### src/rtl/seq_pkg.sv
// Shared types and constants for the serial pattern path.
// Used by the transmitter and the sequence detectors.
package seq_pkg;

    typedef enum logic [1:0] {
        IDLE  = 2'd0,
        SHIFT = 2'd1,
        GAP   = 2'd2
    } tx_state_t;

    localparam logic [3:0] DEFAULT_PATTERN = 4'b1001;

endpackage

### src/rtl/seq_pattern_tx_if.sv
// Request and serial-output bundle of the pattern transmitter.
// master drives requests, slave is the transmitter.
interface seq_pattern_tx_if #(
    parameter int PAT_W = 4,
    parameter int REP_W = 4,
    parameter int GAP_W = 4
) ();

    logic             pat_valid;
    logic             pat_ready;
    logic [PAT_W-1:0] pat_data;
    logic [REP_W-1:0] rep_cnt;
    logic [GAP_W-1:0] gap_cycles;
    logic             abort;
    logic             data_out;
    logic             data_out_valid;
    logic             busy;
    logic             frame_done;

    modport master (
        output pat_valid, pat_data, rep_cnt, gap_cycles, abort,
        input  pat_ready, data_out, data_out_valid, busy, frame_done
    );

    modport slave (
        input  pat_valid, pat_data, rep_cnt, gap_cycles, abort,
        output pat_ready, data_out, data_out_valid, busy, frame_done
    );

endinterface

### src/rtl/seq_cnt_down.sv
// Loadable down-counter with zero flag.
// Saturates at zero instead of wrapping.
module seq_cnt_down #(
    parameter int W = 4
) (
    input  logic         clk,
    input  logic         reset_n,
    input  logic         load,
    input  logic [W-1:0] load_val,
    input  logic         dec,
    output logic [W-1:0] count,
    output logic         zero
);

    assign zero = (count == '0);

    // load wins over decrement; hold at zero
    always_ff @(posedge clk or negedge reset_n) begin
        if (!reset_n) begin
            count <= '0;
        end else if (load) begin
            count <= load_val;
        end else if (dec && !zero) begin
            count <= count - 1'b1;
        end
    end

endmodule

### src/rtl/seq_pattern_tx.sv
// Serial pattern transmitter: MSB-first, repeated,
// with optional idle gaps between repetitions.
module seq_pattern_tx
    import seq_pkg::*;
#(
    parameter int PAT_W = 4,
    parameter int REP_W = 4,
    parameter int GAP_W = 4
) (
    input logic clk,
    input logic reset_n,
    seq_pattern_tx_if.slave bus
);

    localparam int BW = (PAT_W > 2) ? $clog2(PAT_W) : 1;

    tx_state_t        state, state_n;
    logic [PAT_W-1:0] shreg, shreg_n;
    logic [PAT_W-1:0] pat_l;
    logic [GAP_W-1:0] gap_l;
    logic             latch;

    logic             dout_q, dout_n;
    logic             dv_q, dv_n;
    logic             fd_q, fd_n;
    logic             busy_q;

    logic             bit_ld, bit_dec, bit_zero;
    logic [BW-1:0]    bit_count;
    logic             rep_ld, rep_dec, rep_zero;
    logic [REP_W-1:0] rep_ldv, rep_count_unused;
    logic             gap_ld, gap_dec, gap_zero;
    logic [GAP_W-1:0] gap_ldv, gap_count_unused;

    seq_cnt_down #(.W(BW)) u_bit_cnt (
        .clk      (clk),
        .reset_n  (reset_n),
        .load     (bit_ld),
        .load_val (BW'(PAT_W - 1)),
        .dec      (bit_dec),
        .count    (bit_count),
        .zero     (bit_zero)
    );

    seq_cnt_down #(.W(REP_W)) u_rep_cnt (
        .clk      (clk),
        .reset_n  (reset_n),
        .load     (rep_ld),
        .load_val (rep_ldv),
        .dec      (rep_dec),
        .count    (rep_count_unused),
        .zero     (rep_zero)
    );

    seq_cnt_down #(.W(GAP_W)) u_gap_cnt (
        .clk      (clk),
        .reset_n  (reset_n),
        .load     (gap_ld),
        .load_val (gap_ldv),
        .dec      (gap_dec),
        .count    (gap_count_unused),
        .zero     (gap_zero)
    );

    assign bus.pat_ready      = (state == IDLE);
    assign bus.data_out       = dout_q;
    assign bus.data_out_valid = dv_q;
    assign bus.frame_done     = fd_q;
    assign bus.busy           = busy_q;

    // next state, next registered outputs and counter controls
    always_comb begin
        state_n = state;
        shreg_n = shreg;
        latch   = 1'b0;
        dout_n  = 1'b0;
        dv_n    = 1'b0;
        fd_n    = 1'b0;
        bit_ld  = 1'b0;
        bit_dec = 1'b0;
        rep_ld  = 1'b0;
        rep_ldv = '0;
        rep_dec = 1'b0;
        gap_ld  = 1'b0;
        gap_ldv = '0;
        gap_dec = 1'b0;
        unique case (state)
            IDLE: begin
                if (bus.pat_valid && !bus.abort) begin
                    latch   = 1'b1;
                    state_n = SHIFT;
                    shreg_n = bus.pat_data;
                    bit_ld  = 1'b1;
                    rep_ld  = 1'b1;
                    rep_ldv = (bus.rep_cnt == '0) ? '0
                            : bus.rep_cnt - 1'b1;
                    dout_n  = bus.pat_data[PAT_W-1];
                    dv_n    = 1'b1;
                end
            end
            SHIFT: begin
                if (!bit_zero) begin
                    shreg_n = shreg << 1;
                    bit_dec = 1'b1;
                    dout_n  = shreg[PAT_W-2];
                    dv_n    = 1'b1;
                    fd_n    = (bit_count == BW'(1)) && rep_zero;
                end else if (rep_zero) begin
                    state_n = IDLE;
                end else begin
                    rep_dec = 1'b1;
                    if (gap_l == '0) begin
                        shreg_n = pat_l;
                        bit_ld  = 1'b1;
                        dout_n  = pat_l[PAT_W-1];
                        dv_n    = 1'b1;
                    end else begin
                        state_n = GAP;
                        gap_ld  = 1'b1;
                        gap_ldv = gap_l - 1'b1;
                    end
                end
            end
            GAP: begin
                if (gap_zero) begin
                    state_n = SHIFT;
                    shreg_n = pat_l;
                    bit_ld  = 1'b1;
                    dout_n  = pat_l[PAT_W-1];
                    dv_n    = 1'b1;
                end else begin
                    gap_dec = 1'b1;
                end
            end
            default: state_n = IDLE;
        endcase
        if (state != IDLE && bus.abort) begin
            state_n = IDLE;
            dout_n  = 1'b0;
            dv_n    = 1'b0;
            fd_n    = 1'b0;
        end
    end

    // state, shift register, latched request and output flops
    always_ff @(posedge clk or negedge reset_n) begin
        if (!reset_n) begin
            state  <= IDLE;
            shreg  <= '0;
            pat_l  <= '0;
            gap_l  <= '0;
            dout_q <= 1'b0;
            dv_q   <= 1'b0;
            fd_q   <= 1'b0;
            busy_q <= 1'b0;
        end else begin
            state  <= state_n;
            shreg  <= shreg_n;
            dout_q <= dout_n;
            dv_q   <= dv_n;
            fd_q   <= fd_n;
            busy_q <= (state_n != IDLE);
            if (latch) begin
                pat_l <= bus.pat_data;
                gap_l <= bus.gap_cycles;
            end
        end
    end

endmodule

### src/flat_wrapper.sv
// flat-port wrapper written by rule: the top's interface ports become plain ports
module seq_pattern_tx_flat import seq_pkg::*;
#(
    parameter int PAT_W = 4,
    parameter int REP_W = 4,
    parameter int GAP_W = 4
)
  (clk, reset_n, bus_pat_valid, bus_pat_data, bus_rep_cnt, bus_gap_cycles, bus_abort, bus_pat_ready, bus_data_out, bus_data_out_valid, bus_busy, bus_frame_done);
  seq_pattern_tx_if #(.PAT_W(PAT_W), .REP_W(REP_W), .GAP_W(GAP_W)) bus_i ();
  input logic clk;
  input logic reset_n;
  input wire logic [$bits(bus_i.pat_valid)-1:0] bus_pat_valid;
  input wire logic [$bits(bus_i.pat_data)-1:0] bus_pat_data;
  input wire logic [$bits(bus_i.rep_cnt)-1:0] bus_rep_cnt;
  input wire logic [$bits(bus_i.gap_cycles)-1:0] bus_gap_cycles;
  input wire logic [$bits(bus_i.abort)-1:0] bus_abort;
  output wire logic [$bits(bus_i.pat_ready)-1:0] bus_pat_ready;
  output wire logic [$bits(bus_i.data_out)-1:0] bus_data_out;
  output wire logic [$bits(bus_i.data_out_valid)-1:0] bus_data_out_valid;
  output wire logic [$bits(bus_i.busy)-1:0] bus_busy;
  output wire logic [$bits(bus_i.frame_done)-1:0] bus_frame_done;
  assign bus_i.pat_valid = bus_pat_valid;
  assign bus_i.pat_data = bus_pat_data;
  assign bus_i.rep_cnt = bus_rep_cnt;
  assign bus_i.gap_cycles = bus_gap_cycles;
  assign bus_i.abort = bus_abort;
  assign bus_pat_ready = bus_i.pat_ready;
  assign bus_data_out = bus_i.data_out;
  assign bus_data_out_valid = bus_i.data_out_valid;
  assign bus_busy = bus_i.busy;
  assign bus_frame_done = bus_i.frame_done;
  seq_pattern_tx #(.PAT_W(PAT_W), .REP_W(REP_W), .GAP_W(GAP_W)) u_core (.clk(clk), .reset_n(reset_n), .bus(bus_i));
endmodule
### config.mk
export PLATFORM = sky130hd
export DESIGN_NAME = seq_pattern_tx_flat
export DESIGN_NICKNAME = d
export VERILOG_FILES = /design/src/rtl/seq_pkg.sv /design/src/rtl/seq_pattern_tx_if.sv /design/src/rtl/seq_cnt_down.sv /design/src/rtl/seq_pattern_tx.sv /design/src/flat_wrapper.sv
export SDC_FILE = /design/constraint.sdc
export NUM_CORES = 1
export LEC_CHECK = 0
export CAP_MARGIN = 20
export CORE_MARGIN = 4
export CORE_UTILIZATION = 52
export DETAILED_ROUTE_END_ITERATION = 7
export MAX_ROUTING_LAYER = met4
export PLACE_DENSITY_LB_ADDON = 0.08
export SLEW_MARGIN = 20
export SYNTH_ARGS = -nofsm -noshare
export SYNTH_HDL_FRONTEND = slang
export SYNTH_SLANG_ARGS = --single-unit
export TNS_END_PERCENT = 50
### constraint.sdc
create_clock -name clk -period 2.4 [get_ports clk]
set_clock_uncertainty 0.05 [all_clocks]
set_input_delay 0.24 -clock clk [delete_from_list [all_inputs] [get_ports clk]]
set_output_delay 0.24 -clock clk [all_outputs]
set_load 0.005 [all_outputs]
==> flow_summary.yaml <==
logic_synthesis:
  syn-num-nets: 208
  yosys.area_share.adder: 0.0908
  synth_warnings: 0
  yosys_most_used_dff: "dfrtp_1"
  netlist_instances: 180
  synth-xor-area-share: 0.0371
  synth_commonest_cells: "30 x nand2_1, 27 x dfrtp_1, 17 x inv_1, 12 x ha_1, 10 x o21ai_0"
  syn_area_per_cell_um2: 9.18
  synth_seq_cells: 27
  yosysTopAreaCell: "dfrtp_1"
  netlist_area_um2: 1650
  post-synth-top-count-cell: "nand2_1"
  synth_cell_types: 42
  yosys-mux-area-fraction: 0.0462
  synth_edf_count: 0
  async_reset_ff_frac: 1.00
  synth_top_family_by_area: "simple AND/OR/NAND/NOR gates"
  synth-simple-area-share: 0.204
  synth_top_area_frac: 0.409
  synth.yosys.seq_area_share: 0.409
  synthTopCellsByArea: "dfrtp_1 41%, ha_1 9.1%, nand2_1 6.8%"
  synth_compound_area_frac: 0.155
worst_setup_path:
  reg2reg_depth: 6
  r2r-start: "u_core.state[1]$_DFF_PN0_"
  crit_type: "reg -> out"
  worstPathArrival_ns: 1.70
  reg2reg_slack_ns: 0.45
  end_kind: "primary output"
  cp-start-kind: "register"
  path_max_fanout: 6
  rr_endpoint: "u_core.shreg[2]$_DFFE_PN0P_"
  worstPathRequired_ns: 2.11
timing:
  fin_crit_sh: 0.831
  fin_worst_hold_slack_ns: 0.215
  fmax_mhz: 502
  drv_slew: 0
  setup_tns_ns: 0
  relSlewSlack: 0.714
  hold_viol: 0
  rsz0062_at_grt: "no"
  setup_violations: 0
  worst_pin_slew_ns: 0.429
  layout_min_cycle_time_ns: 1.99
grt:
  grt_pass1_wl_um: 5230
  antenna_found_initial: 0
  grt_max_degree: 28
  gr-total-overflow: 0
  grt_pass1_vias: 1207
  grt.total_usage: 0.165
drt:
  via_per_inst: 5.21
  wl_per_cell_um: 12.5
  wl_um: 3060
  drc: 0
  drtPass1Iterations: 4
  vias: 1271
  drt_iter0_drc: 139
  antenna_left: 0
cts:
  hold_buffers: 0
  cts_root_buf: "clkbuf_4"
  cts.htree.levels: 1
  numCtsBuffers: 3
  clock_path_buffers: 2
  cts.repair.resized: 0
  numClockSinks: 27
  cts_tree: "done"
  clk_pin_slew_ns: 0.15
  insertion_delay_ns: 0.32
  postCtsSetupBuffers: 0
place:
  place_congestion: 0.917
  hpwl_um: 2400
  dp_cells: 240
  port_buffers: 20
floorplan:
  core-area_um2: 3050
  ios: 21
  dieHeight_um: 64.4
  placement_rows: 20
  start_util: 0.541
  die_x_um: 64.4
  die-area_um2: 4140
job:
  maxCapViolCount: 0
power:
  peakVddDrop_mv: 0.408
  p_leak_nw: 0.856
  cellPowerDensity_nw_per_um2: 871
finish:
  antenna_cells: 0
  syn_to_final_growth_pct: 16.0
  layout-drive-gt1-share: 0.0750
  fin_cells: 244
  fillCellCount: 274
  multiInputGateArea_um2: 881
  seqCellArea_um2: 676
  final_nets: 229
hold_path:
  hold_path.class: "in -> async"
run_status:
  status: "finished, final reports clean"
-- flip-flops by register name, summed over array words and instances, names as in the netlist --
| name | flops |
|---|---|
| u_core.bus.busy | 1 |
| u_core.pat_l | 4 |
| u_core.bus.frame_done | 1 |
| u_core.u_gap_cnt.count | 4 |
| u_core.shreg | 3 |
| u_core.gap_l | 4 |
| u_core.u_rep_cnt.count | 4 |
| u_core.bus.data_out | 1 |
| u_core.u_bit_cnt.count | 2 |
| u_core.state | 2 |
| u_core.bus.data_out_valid | 1 |
-- metrics by stage --
stage	utilization	setup WS (ns)	total power, mW	instance area (um^2)
6_report	0.628	0.406	1.67	1920
3_5_place_dp	0.619	0.484	1.49	1890
4_1_cts	0.628	0.391	1.69	1920
5_1_grt	0.628	0.305	1.82	1920
2_1_floorplan	-	0.601	1.27	1650
3_3_place_gp	0.619	0.426	1.48	1890
-- report_power, final --
part	leakage (nW)	internal, mW	switching (mW)
clock network	0.0177	0.0623	0.128
registers	0.337	0.614	0.127
logic	0.501	0.374	0.366
total	0.856	1.05	0.621
-- routing by layer --
metal	vias up	GRT usage	part of all wire
met5	-	-	0
met4	0	0.0475	0.0075
met3	2	0.0316	0.036
met2	16	0.277	0.47
met1	597	0.204	0.49
li1	656	-	-
-- layout make-up --
class                      instances  area share
clock buffer                       3      0.0117
tap                               44      0.0287
sequential                        27       0.352
multi-input combinational        130       0.459
inverter                          17      0.0333
timing repair buffer              22       0.112
clock inverter                     1     0.00261
-- how the worst max path moves through the flow --
stage,startpoint,to,slack (ns),cells past startpoint
after global routing,u_core.state[0]$_DFF_PN0_,bus_pat_ready,0.30,3
final,u_core.state[1]$_DFF_PN0_,bus_pat_ready,0.41,3
after CTS,u_core.state[1]$_DFF_PN0_,bus_pat_ready,0.39,3
after global placement,bus_pat_valid,u_core.u_rep_cnt.count[0]$_DFFE_PN0P_,0.43,5
after floorplan,u_core.state[1]$_DFF_PN0_,u_core.shreg[0]$_DFFE_PN0P_,0.60,7
after detailed placement,bus_pat_valid,u_core.u_rep_cnt.count[1]$_DFFE_PN0P_,0.48,5
-- cell usage in the layout (no fill, tap or decap), drive strengths merged, types with 2 or more instances in the layout --
cell type and count:
nand3 3, mux2i 2, buf 2, clkbuf 3, nor3 5, nand2 30, mux2 5, o22ai 3
a22oi 2, nand2b 2, a21oi 9, nor3b 3, ha 12, xnor2 3, a211oi 5, clkdlybuf4s50 20
inv 17, nor2b 4, nand3b 2, dfrtp 27, nand4 2, a21o 2, o21ai 10, xor2 4
or3b 3, nor2 8
-- cell families after synthesis --
logic type                 Yosys count
and+or+nand+nor                     66
AOI/OAI and AO/OA                   38
DFF                                 27
buffers and inverters               23
adders and majority gates           12
xor gates and xnor gates             7
muxes                                7
-- worst max-delay path: stages (launching register included) --
cell             delay [ns]
dfrtp_1                0.46
inv_1                  0.13
ha_1                   0.26
clkdlybuf4s50_1        0.54
(Power assumes the default switching activity.)
